$ cat src/rtl/corral_player_input.sv
// Player-side front end for the corral game core: debounces step/go buttons,
// dials a move distance 1..5 and drives the core's enter/move/ready handshake.
module corral_player_input #(
  parameter int DEBOUNCE_CYCLES = 16,
  parameter int TIMEOUT_CYCLES  = 8
) (
  input  logic       i_clock,
  input  logic       i_reset_n,
  input  logic       i_btn_step,
  input  logic       i_btn_go,
  input  logic       i_ready,
  output logic       o_enter,
  output logic [2:0] o_move,
  output logic [2:0] o_sel_move,
  output logic       o_busy,
  output logic       o_reject
);

  localparam int DB_W = $clog2(DEBOUNCE_CYCLES);
  localparam int TO_W = $clog2(TIMEOUT_CYCLES);
  localparam logic [DB_W-1:0] DB_LAST = DB_W'(DEBOUNCE_CYCLES - 1);
  localparam logic [TO_W-1:0] TO_LAST = TO_W'(TIMEOUT_CYCLES - 1);

  typedef enum logic [1:0] {S_SELECT, S_ARM, S_RELEASE} state_t;

  logic [1:0] w_raw;
  logic [1:0] w_press;
  logic       w_step;
  logic       w_go;

  assign w_raw  = {i_btn_go, i_btn_step};
  assign w_step = w_press[0];
  assign w_go   = w_press[1];

  // Bit 0 is step, bit 1 is go; each gets its own synchronizer and debouncer.
  genvar gi;
  generate
    for (gi = 0; gi < 2; gi++) begin : g_btn
      logic            r_sync1;
      logic            r_sync2;
      logic            r_db;
      logic            r_db_prev;
      logic [DB_W-1:0] r_cnt;

      always_ff @(posedge i_clock or negedge i_reset_n) begin
        if (!i_reset_n) begin
          r_sync1   <= 1'b0;
          r_sync2   <= 1'b0;
          r_db      <= 1'b0;
          r_db_prev <= 1'b0;
          r_cnt     <= '0;
        end else begin
          r_sync1   <= w_raw[gi];
          r_sync2   <= r_sync1;
          r_db_prev <= r_db;
          if (r_sync2 == r_db) begin
            r_cnt <= '0;
          end else if (r_cnt == DB_LAST) begin
            r_db  <= r_sync2;
            r_cnt <= '0;
          end else begin
            r_cnt <= r_cnt + 1'b1;
          end
        end
      end

      assign w_press[gi] = r_db & ~r_db_prev;
    end
  endgenerate

  state_t          r_state;
  state_t          w_state_next;
  logic [2:0]      r_sel;
  logic [2:0]      w_sel_next;
  logic [2:0]      r_move_lat;
  logic            w_latch;
  logic [TO_W-1:0] r_to_cnt;
  logic [TO_W-1:0] w_to_next;
  logic            w_timeout;
  logic            r_enter;
  logic            r_busy;
  logic            r_reject;
  logic            w_enter_next;
  logic            w_busy_next;
  logic            w_reject_next;

  assign w_timeout = (r_state == S_ARM) && i_ready && (r_to_cnt == TO_LAST);

  always_ff @(posedge i_clock or negedge i_reset_n) begin
    if (!i_reset_n) begin
      r_state    <= S_SELECT;
      r_sel      <= 3'd1;
      r_move_lat <= 3'd0;
      r_to_cnt   <= '0;
      r_enter    <= 1'b0;
      r_busy     <= 1'b0;
      r_reject   <= 1'b0;
    end else begin
      r_state  <= w_state_next;
      r_sel    <= w_sel_next;
      r_to_cnt <= w_to_next;
      r_enter  <= w_enter_next;
      r_busy   <= w_busy_next;
      r_reject <= w_reject_next;
      if (w_latch) r_move_lat <= r_sel;
    end
  end

  always_comb begin
    w_state_next = r_state;
    case (r_state)
      S_SELECT:  if (w_go && i_ready) w_state_next = S_ARM;
      S_ARM: begin
        if (!i_ready)       w_state_next = S_RELEASE;
        else if (w_timeout) w_state_next = S_SELECT;
      end
      S_RELEASE: if (i_ready) w_state_next = S_SELECT;
      default:   w_state_next = S_SELECT;
    endcase
  end

  // Go has priority over a coincident step, so the pre-increment value is sent.
  always_comb begin
    w_latch       = (r_state == S_SELECT) && w_go && i_ready;
    w_enter_next  = (w_state_next == S_ARM);
    w_busy_next   = (w_state_next != S_SELECT);
    w_reject_next = ((r_state == S_SELECT) && w_go && !i_ready) || w_timeout;
    w_sel_next    = r_sel;
    if ((r_state == S_SELECT) && w_step && !w_go)
      w_sel_next = (r_sel == 3'd5) ? 3'd1 : r_sel + 3'd1;
    w_to_next = '0;
    if ((r_state == S_ARM) && (w_state_next == S_ARM))
      w_to_next = r_to_cnt + 1'b1;
  end

  assign o_enter    = r_enter;
  assign o_move     = r_enter ? r_move_lat : 3'd0;
  assign o_sel_move = r_sel;
  assign o_busy     = r_busy;
  assign o_reject   = r_reject;

endmodule

$ cat config.mk
export PLATFORM = sky130hd
export DESIGN_NAME = corral_player_input
export DESIGN_NICKNAME = d
export VERILOG_FILES = /design/src/rtl/corral_player_input.sv
export SDC_FILE = /design/constraint.sdc
export NUM_CORES = 1
export LEC_CHECK = 0
export ABC_AREA = 1
export BUFFER_PORTS_ARGS = -buffer_cell sky130_fd_sc_hd__buf_2
export CAP_MARGIN = 20
export CORE_MARGIN = 2
export CORE_UTILIZATION = 40
export DETAILED_ROUTE_END_ITERATION = 7
export GPL_ROUTABILITY_DRIVEN = 0
export SLEW_MARGIN = 0
export SYNTH_ARGS = -nofsm -noshare
export SYNTH_HDL_FRONTEND = slang
export SYNTH_SLANG_ARGS = --single-unit
export TNS_END_PERCENT = 5
$ cat constraint.sdc
create_clock -name i_clock -period 1.56 [get_ports i_clock]
set_input_delay 0.468 -clock i_clock [delete_from_list [all_inputs] [get_ports i_clock]]
set_output_delay 0.468 -clock i_clock [all_outputs]
set_load 0.01 [all_outputs]
; ---- Word level (Yosys, flattened, before mapping)
; Index checks and enable logic that the tools add are counted.
[totals]
register_bits = 30
input_bits = 5
word_cells = 64
[op_classes]
n_mux = 12
n_eq_ne = 9
bitwise = 6
n_reduce_logical = 16
add_sub_neg = 4
[op_table]
columns = operator, n
row1 = two-way mux 4 bit, 4
row2 = logical AND 1 bit, 9
row3 = two-way mux 3 bit, 3
row4 = "adder 4 x 1 -> 4 bit, second input constant", 2
row5 = "== test 4 bit, second input constant", 2
row6 = two-way mux 2 bit, 4
row7 = "adder 3 x 1 -> 3 bit, second input constant", 2
row8 = "== test 3 bit, second input constant", 2
row9 = one-hot mux 2 bit (3 select lines), 1
row10 = "== test 2 x 1 -> 1 bit, second input constant", 2
row11 = NOT 1 bit, 4
row12 = AND reduction 2 bit, 2
row13 = AND 1 bit, 2
row14 = == test 1 bit, 2
row15 = "== test 2 bit, second input constant", 1
row16 = logical NOT 1 bit, 2
row17 = logical NOT 2 bit, 1
row18 = nonzero test 2 bit, 1
row19 = logical OR 1 bit, 1

; ---- Logic depth before layout (Yosys ltp)
; Gate-level depths: netlist of run 1.
[logic_depth]
word_depth = 9
mapped_depth = 6
ltp_nobuf = 6

; ---- Worst setup path after synthesis of run 1
; Ideal clock, no wire load.
[synth_timing]
path_kind = register to register
startpoint = register r_to_cnt[0]
endpoint = register r_busy, in the netlist o_busy
arrival_ps = 1067
slack_ps = 420
t_required_ps = 1487
synth_period_minus_slack_ps = 1140
stages_incl_launch_ff = 6
path_cell_list = dfrtp_1 ha_1 ha_1 inv_1 nand4_1 nand3_1
[synth_via]
elab_chain_cells = 6
[synth_lines]
columns = element, line_no
row1 = start: declaration, 77  ; logic [TO_W-1:0] r_to_cnt;
row2 = start signal: assignment, 101  ; r_to_cnt <= w_to_next;
row3 = == test 3 bit, 87  ; assign w_timeout = (r_state == S_ARM) && i_ready && (r_to_cnt == TO_LAST);
row4 = logical AND 1 bit, 87
row5 = two-way mux 2 bit, 115  ; else if (w_timeout) w_state_next = S_SELECT;
row6 = two-way mux 2 bit, 114  ; if (!i_ready) w_state_next = S_RELEASE;
row7 = one-hot mux 2 bit (3 select lines), 111  ; case (r_state)
row8 = nonzero test 2 bit, 126  ; w_busy_next = (w_state_next != S_SELECT);
row9 = net w_busy_next, 84  ; logic w_busy_next;
row10 = end signal: assignment, 103  ; r_busy <= w_busy_next;
row11 = end: declaration, 81  ; logic r_busy;
; The timed path passes the listed nets, and every way through them passes these cells.
; A chain may end at the register's enable or synchronous reset.

; ---- Worst setup path after layout of run 1
[layout_timing]
startpoint = register r_sel[0], in the netlist o_sel_move[0]
endpoint = output port o_sel_move[0]
[layout_rtl]
columns = element, line_no
row1 = start: declaration, 73  ; logic [2:0] r_sel;
row2 = start signal: assignment, 100  ; r_sel <= w_sel_next;
row3 = end: declaration, 14  ; output logic [2:0] o_sel_move,
; No word-level cell between the ends.

==> results by group, run 1 <==
Clocking
  – Reg clk slew, reported paths: around 90 ps
  – Clock buffer depth: 2
  – Post-CTS sizing: 0
  – TritonCTS Buffers: 5
  – Root Buffer: clkbuf_4
  – CTS tree: yes
  – H-tree depth: 2
  – CTS sink cnt: 30
  – Clk_lat worst skew: between 300 and 400 ps

Critical path
  – Critical Path RT: between 1000 and 1500 ps
  – Slowest cell delay on critical path: approximately 550 ps
  – Buffer and inverter count on the worst path: 1
  – Max FO, Critical Path: 3
  – Critical path type: reg -> out
  – CP cell instances: buf_2
  – Startpoint types: flop
  – CP Capture Type: output pin
  – CP delay by family, top: flip-flops
  – Worst Path Arrival: 1000 ps
  – Slowest library cell on the worst path: dfstp_2

Floorplan
  – Core ar.: approximately 0.0030 mm2
  – Die height: ~60 um
  – Die area: about 0.0035 mm2
  – Row cnt: 20
  – Overall die width: 59.2 um
  – Initial Utilization: around two fifths
  – # IOs: 14

Logic synthesis
  – Synthesized area: ~0.0012 mm2
  – Synth cell types: 15
  – Synth Register Bits: 30
  – Gate Count Post-Synth: around 120
  – Register area share after synthesis: roughly three fifths
  – Post-Syn Nets: between 100 and 150
  – Synth warn: 0
  – Post-synthesis average cell area: approximately 9.9 um2

Global routing
  – Antenna violations before repair: 0
  – Vias in the first global route: a little under 800
  – Largest net degree at the start of global routing: 31
  – Total grt overflow: 0
  – First-pass GRT wire length: approximately 3100 um
  – Gr usage total: about an eighth

Timing
  – Final setup vio count: 0
  – Final Hold Fails: 0
  – RSZ-0062 raised after global routing: no
  – Period utilization: between 90% and 100%
  – Max Clock Freq: 683 MHz
  – Final Max Slew Viols: 0
  – Setup_tns: 0 ps
  – Final hold slack: approximately 130 ps
  – Final worst path period need: about 1500 ps
  – Slew headroom: approximately three quarters
  – Worst-Margin Slew: 364 ps
  – Clock Skew: just under 8 ps

Outcome
  – Status: completed

Power and ir drop
  – Lkg Pwr: around 0.77 nW
  – Peak VDD IR: around 550 uV
  – PwrDens: approximately 950 mW/mm2

Finish
  – Leading cell types in the layout, fill and taps excluded: 29 x dfrtp_1, 27 x nand2_1, 20 x inv_1, 13 x buf_2, 12 x nor2_1
  – Final Core Density: between 40% and 50%
  – Fin area: 0.00141 mm2
  – Number of nets in the layout: 155
  – Commonest non-fill, non-tap cell in the layout: dfrtp_1
  – Layout cells sized above 1: 19.0%
  – Area grow syn2layout: 15.5%
  – Ant diodes: 0

Drt
  – Post-route DRC: 0
  – Initial DRC Count: 14
  – Detailed Routing Iterations Pass 1: 6
  – DR vias: 824
  – Uppermost layer routed: met4
  – Vias per std cell: between 4 and 5
  – M1 wire length: 858 um
  – Number of routed nets with antenna violations: 0
  – Met3 wire length: 115 um
  – Avg WL per Cell: 10.2 um
  – Routed WL: around 1800 um
  – WL met2: roughly 810 um

Placement
  – Placed cell area: ~0.0013 mm2
  – Port bufs: 13
  – HPWL Detailed: 1250 um

Run
  – Max-cap violation count: 0

Hold path
  – Hold crit path type: in -> async
final cells by class:
cell class	count	area (um2)
Tap cell	33	41.3
Inverter	20	75.1
Timing Repair Buffer	16	87.6
Clock inverter	1	5.00
Fill cell	285	1570
Sequential cell	30	752
Clock buffer	7	55.1
Multi-Input combinational cell	73	392
worst paths after layout:
check                            startpoint                  to  slack (ps)  cells past startpoint
max                           o_sel_move[0]       o_sel_move[0]         100                      1
min                               i_reset_n  g_btn[1].r_db_prev         130                      2
max reg2reg                     r_to_cnt[0]         r_to_cnt[0]         310                      5
min reg2reg                g_btn[0].r_sync1    g_btn[0].r_sync2         350                      0
max in group asynchronous         i_reset_n       o_sel_move[0]        1110                      2
min in group i_clock               i_btn_go    g_btn[1].r_sync1         250                      1
per-layer routing:
layer | global-route usage [%] | vias to the layer above
li1 | - | 429
met1 | 13.7 | 369
met2 | 20.6 | 19
met3 | 6.55 | 7
met4 | 6.82 | 0
met5 | 0 | -
cells by family (layout without fill, tap and decap cells):
family	Yosys count	count (layout)	share of synthesized area (%)
buffers and inverters	20	44	6.16
flip-flops	30	30	61.7
AO/OA/AOI/OAI	8	8	3.28
XOR/XNOR	6	6	4.31
AND/OR/NAND/NOR	55	55	20.4
adder cells (fa/ha/maj)	4	4	4.11
cell usage after synthesis:
library cell | instances | area [um2]
dfrtp_1 | 29 | 726
nand2_1 | 27 | 101
inv_1 | 20 | 75.1
nor2_1 | 12 | 45.0
nand3_1 | 9 | 45.0
o21ai_0 | 5 | 25.0
ha_1 | 4 | 50.1
xnor2_1 | 4 | 35.0
nand4_1 | 3 | 18.8
o21ai_1 | 3 | 15.0
nor2_4 | 2 | 22.5
xor2_1 | 2 | 17.5
dfstp_2 | 1 | 26.3
nand2_2 | 1 | 6.26
nand3_2 | 1 | 10.0
state kept, by name, indices dropped and copies added, names as in the netlist:
signal / count
r_move_lat: 3
g_btn.r_cnt: 8
g_btn.r_db_prev: 2
g_btn.r_sync2: 2
g_btn.r_sync1: 2
o_enter: 1
o_busy: 1
g_btn.r_db: 2
r_state: 2
o_sel_move: 3
o_reject: 1
r_to_cnt: 3
what timing repair did:
| action | 4_1_cts | 5_1_grt |
|---|---|---|
| setup buffers | 0 | 2 |
| hold buffers | 0 | 0 |
| endpoints found under the setup margin | 0 | 1 |
| hold endpoints to repair | 0 | 0 |
power breakdown:
group	leakage, nW	switching [mW]	internal, mW	total, mW
combinational	0.332	0.0348	0.0223	0.0571
sequential	0.401	0.0117	0.796	0.808
clock	0.0353	0.258	0.218	0.476
total	0.768	0.305	1.04	1.34
metrics by stage:
stage / setup slack [ps] / cells / power (mW)
after global routing: 43.4 / 180 / 1.42
after CTS: 18.6 / 178 / 1.36
after global placement: 359 / 170 / 0.879
after detailed placement: 312 / 170 / 0.880
final: 96.9 / 180 / 1.34
after floorplan: 420 / 123 / 0.850
No activity file was read; power rests on OpenSTA's default activity.
==> inputs of run 2 (changes only) <==
Clock period 1.56 ns to 1.9 ns, I/O delays scaled along.
==> results by group, run 2 (same netlist as run 1, synthesis figures left out) <==
Outcome
  – Status: completed

Critical path
  – CP delay by family, top: flip-flops
  – R2r startpoint: r_to_cnt[0]
  – Reg2reg end: o_busy
  – Reg2Reg Depth: 5 (unchanged)
  – Slowest cell delay on critical path: 590 ps (+40 ps)
  – Worst Path Arrival: 1040 ps (+40 ps)
  – CP cell instances: buf_2
  – Buffer and inverter count on the worst path: 1 (unchanged)
  – Crit path from: o_sel_move[0]
  – Critical Path RT: 1330 ps (+240 ps)
  – Max FO, Critical Path: 8 (+5)
  – Flop2flop setup slack: 640 ps (+330 ps)
  – CP Capture Type: output pin
  – Slowest library cell on the worst path: dfstp_2
  – Startpoint types: flop
  – Critical path type: reg -> out

Finish
  – Leading cell types in the layout, fill and taps excluded: 29 x dfrtp_1, 27 x nand2_1, 20 x inv_1, 13 x buf_2, 12 x nor2_1
  – Multi-input logic area: 392 um2 (unchanged)
  – Fillers: 304 (+6.7%)
  – Layout cells sized above 1: 16.7% (-2.4 points)
  – Ant diodes: 0 (unchanged)
  – Commonest non-fill, non-tap cell in the layout: dfrtp_1
  – Register area: 752 um2 (unchanged)
  – Largest register FFs: 8 (unchanged)
  – Fin area: 0.00138 mm2 (-1.7%)
  – Area grow syn2layout: 13.6%
  – Number of nets in the layout: 152 (-1.9%)
  – Largest reg by FF count: g_btn.r_cnt

Clocking
  – Post-CTS sizing: 0 (unchanged)
  – Clk_lat worst skew: 310 ps (-20 ps)
  – TritonCTS Buffers: 5 (unchanged)
  – Hold buffers post-CTS: 0 (unchanged)
  – CTS sink cnt: 30 (unchanged)
  – CTS tree: yes
  – Clock buffer depth: 2 (unchanged)
  – Reg clk slew, reported paths: 100 ps (about the same)
  – Post-CTS setup buffers: 0 (unchanged)
  – H-tree depth: 2 (unchanged)
  – Root Buffer: clkbuf_4

Power and ir drop
  – PwrDens: 786 mW/mm2 (-18%)
  – Total power: 1.09 mW (-19%)
  – Peak VDD IR: 431 uV (-21%)
  – Lkg Pwr: 0.750 nW (-2.4%)

Placement
  – Placed cell area: 0.00133 mm2 (-0.56%)
  – HPWL Detailed: 1250 um (about the same)
  – Port bufs: 13 (unchanged)

Floorplan
  – Row cnt: 20 (unchanged)
  – Die height: 59.2 um (unchanged)
  – Die area: 0.00350 mm2 (unchanged)
  – Initial Utilization: 40.9% (unchanged)
  – # IOs: 14 (unchanged)
  – Overall die width: 59.2 um (unchanged)
  – Core ar.: 0.00298 mm2 (unchanged)

Drt
  – DR vias: 815 (-1.1%)
  – Vias per std cell: 4.60 (+0.58%)
  – Initial DRC Count: 24 (+10)
  – Number of routed nets with antenna violations: 0 (unchanged)
  – Detailed Routing Iterations Pass 1: 5 (-1)
  – Routed WL: 1730 um (-5.5%)
  – Post-route DRC: 0 (unchanged)
  – Avg WL per Cell: 9.75 um (-3.9%)

Timing
  – Max Clock Freq: between 600 and 700 MHz
  – Slew headroom: 58.5% (-17 points)
  – Final worst path period need: approximately 1600 ps
  – Clock Skew: 11.0 ps (+3.23 ps)
  – RSZ-0062 raised after global routing: no
  – Final Max Slew Viols: 0 (unchanged)
  – Setup_tns: 0 ps (unchanged)
  – Final setup vio count: 0 (unchanged)
  – Period utilization: 84.7%
  – Worst-Margin Slew: 623 ps (+259 ps)
  – Final Hold Fails: 0 (unchanged)

Global routing
  – Total grt overflow: 0 (unchanged)
  – Antenna violations before repair: 0 (unchanged)
  – Largest net degree at the start of global routing: 31 (unchanged)
  – Vias in the first global route: 733 (-4.8%)
  – First-pass GRT wire length: 3100 um (-1.5%)
  – Gr usage total: 12.2% (-0.68 points)

Hold path
  – Hold crit path type: in -> async

Run
  – Max-cap violation count: 0 (unchanged)
[run 2: worst max-delay path by stage]
stage                     to  cells past startpoint  slack, ps
2_1_floorplan  o_sel_move[0]                      0        750
3_3_place_gp   o_sel_move[0]                      1        630
4_1_cts        o_sel_move[0]                      1        270
6_report       o_sel_move[0]                      1        290
5_1_grt        o_sel_move[0]                      1        230
3_5_place_dp   o_sel_move[0]                      1        620
[run 2: layer usage]
| layer | wire, um | vias to the layer above | GRT usage (%) | share of wire (%) |
|---|---|---|---|---|
| met2 | 819 | 18 | 18.8 | 47 |
| met1 | 806 | 373 | 14.9 | 47 |
| met3 | 89 | 2 | 4.59 | 5.2 |
| li1 | - | 422 | - | - |
| met4 | 11 | 0 | 5.84 | 0.64 |
| met5 | 0 | - | 0 | 0 |
[run 2: final cells by class]
type / count / area share [%]
inverter: 20 / 5.42
timing repair buffer: 13 / 4.70
tap: 33 / 2.98
multi-input combinational: 73 / 28.3
sequential: 30 / 54.3
clock buffer: 8 / 4.25
[run 2: through the flow]
step                      hold slack, ps  instances  utilization [%]  setup slack [ps]
after floorplan                      274        123                -               754
after global placement               335        169             44.5               630
after detailed placement             337        169             44.5               621
after CTS                            284        177             46.5               267
after global routing                 308        177             46.5               229
final                                266        177             46.5               291
[run 2: report_power, final]
part           total, mW  internal, mW  switching [mW]
registers          0.664         0.654          0.0105
logic             0.0435        0.0157          0.0277
clock network      0.380         0.182           0.197
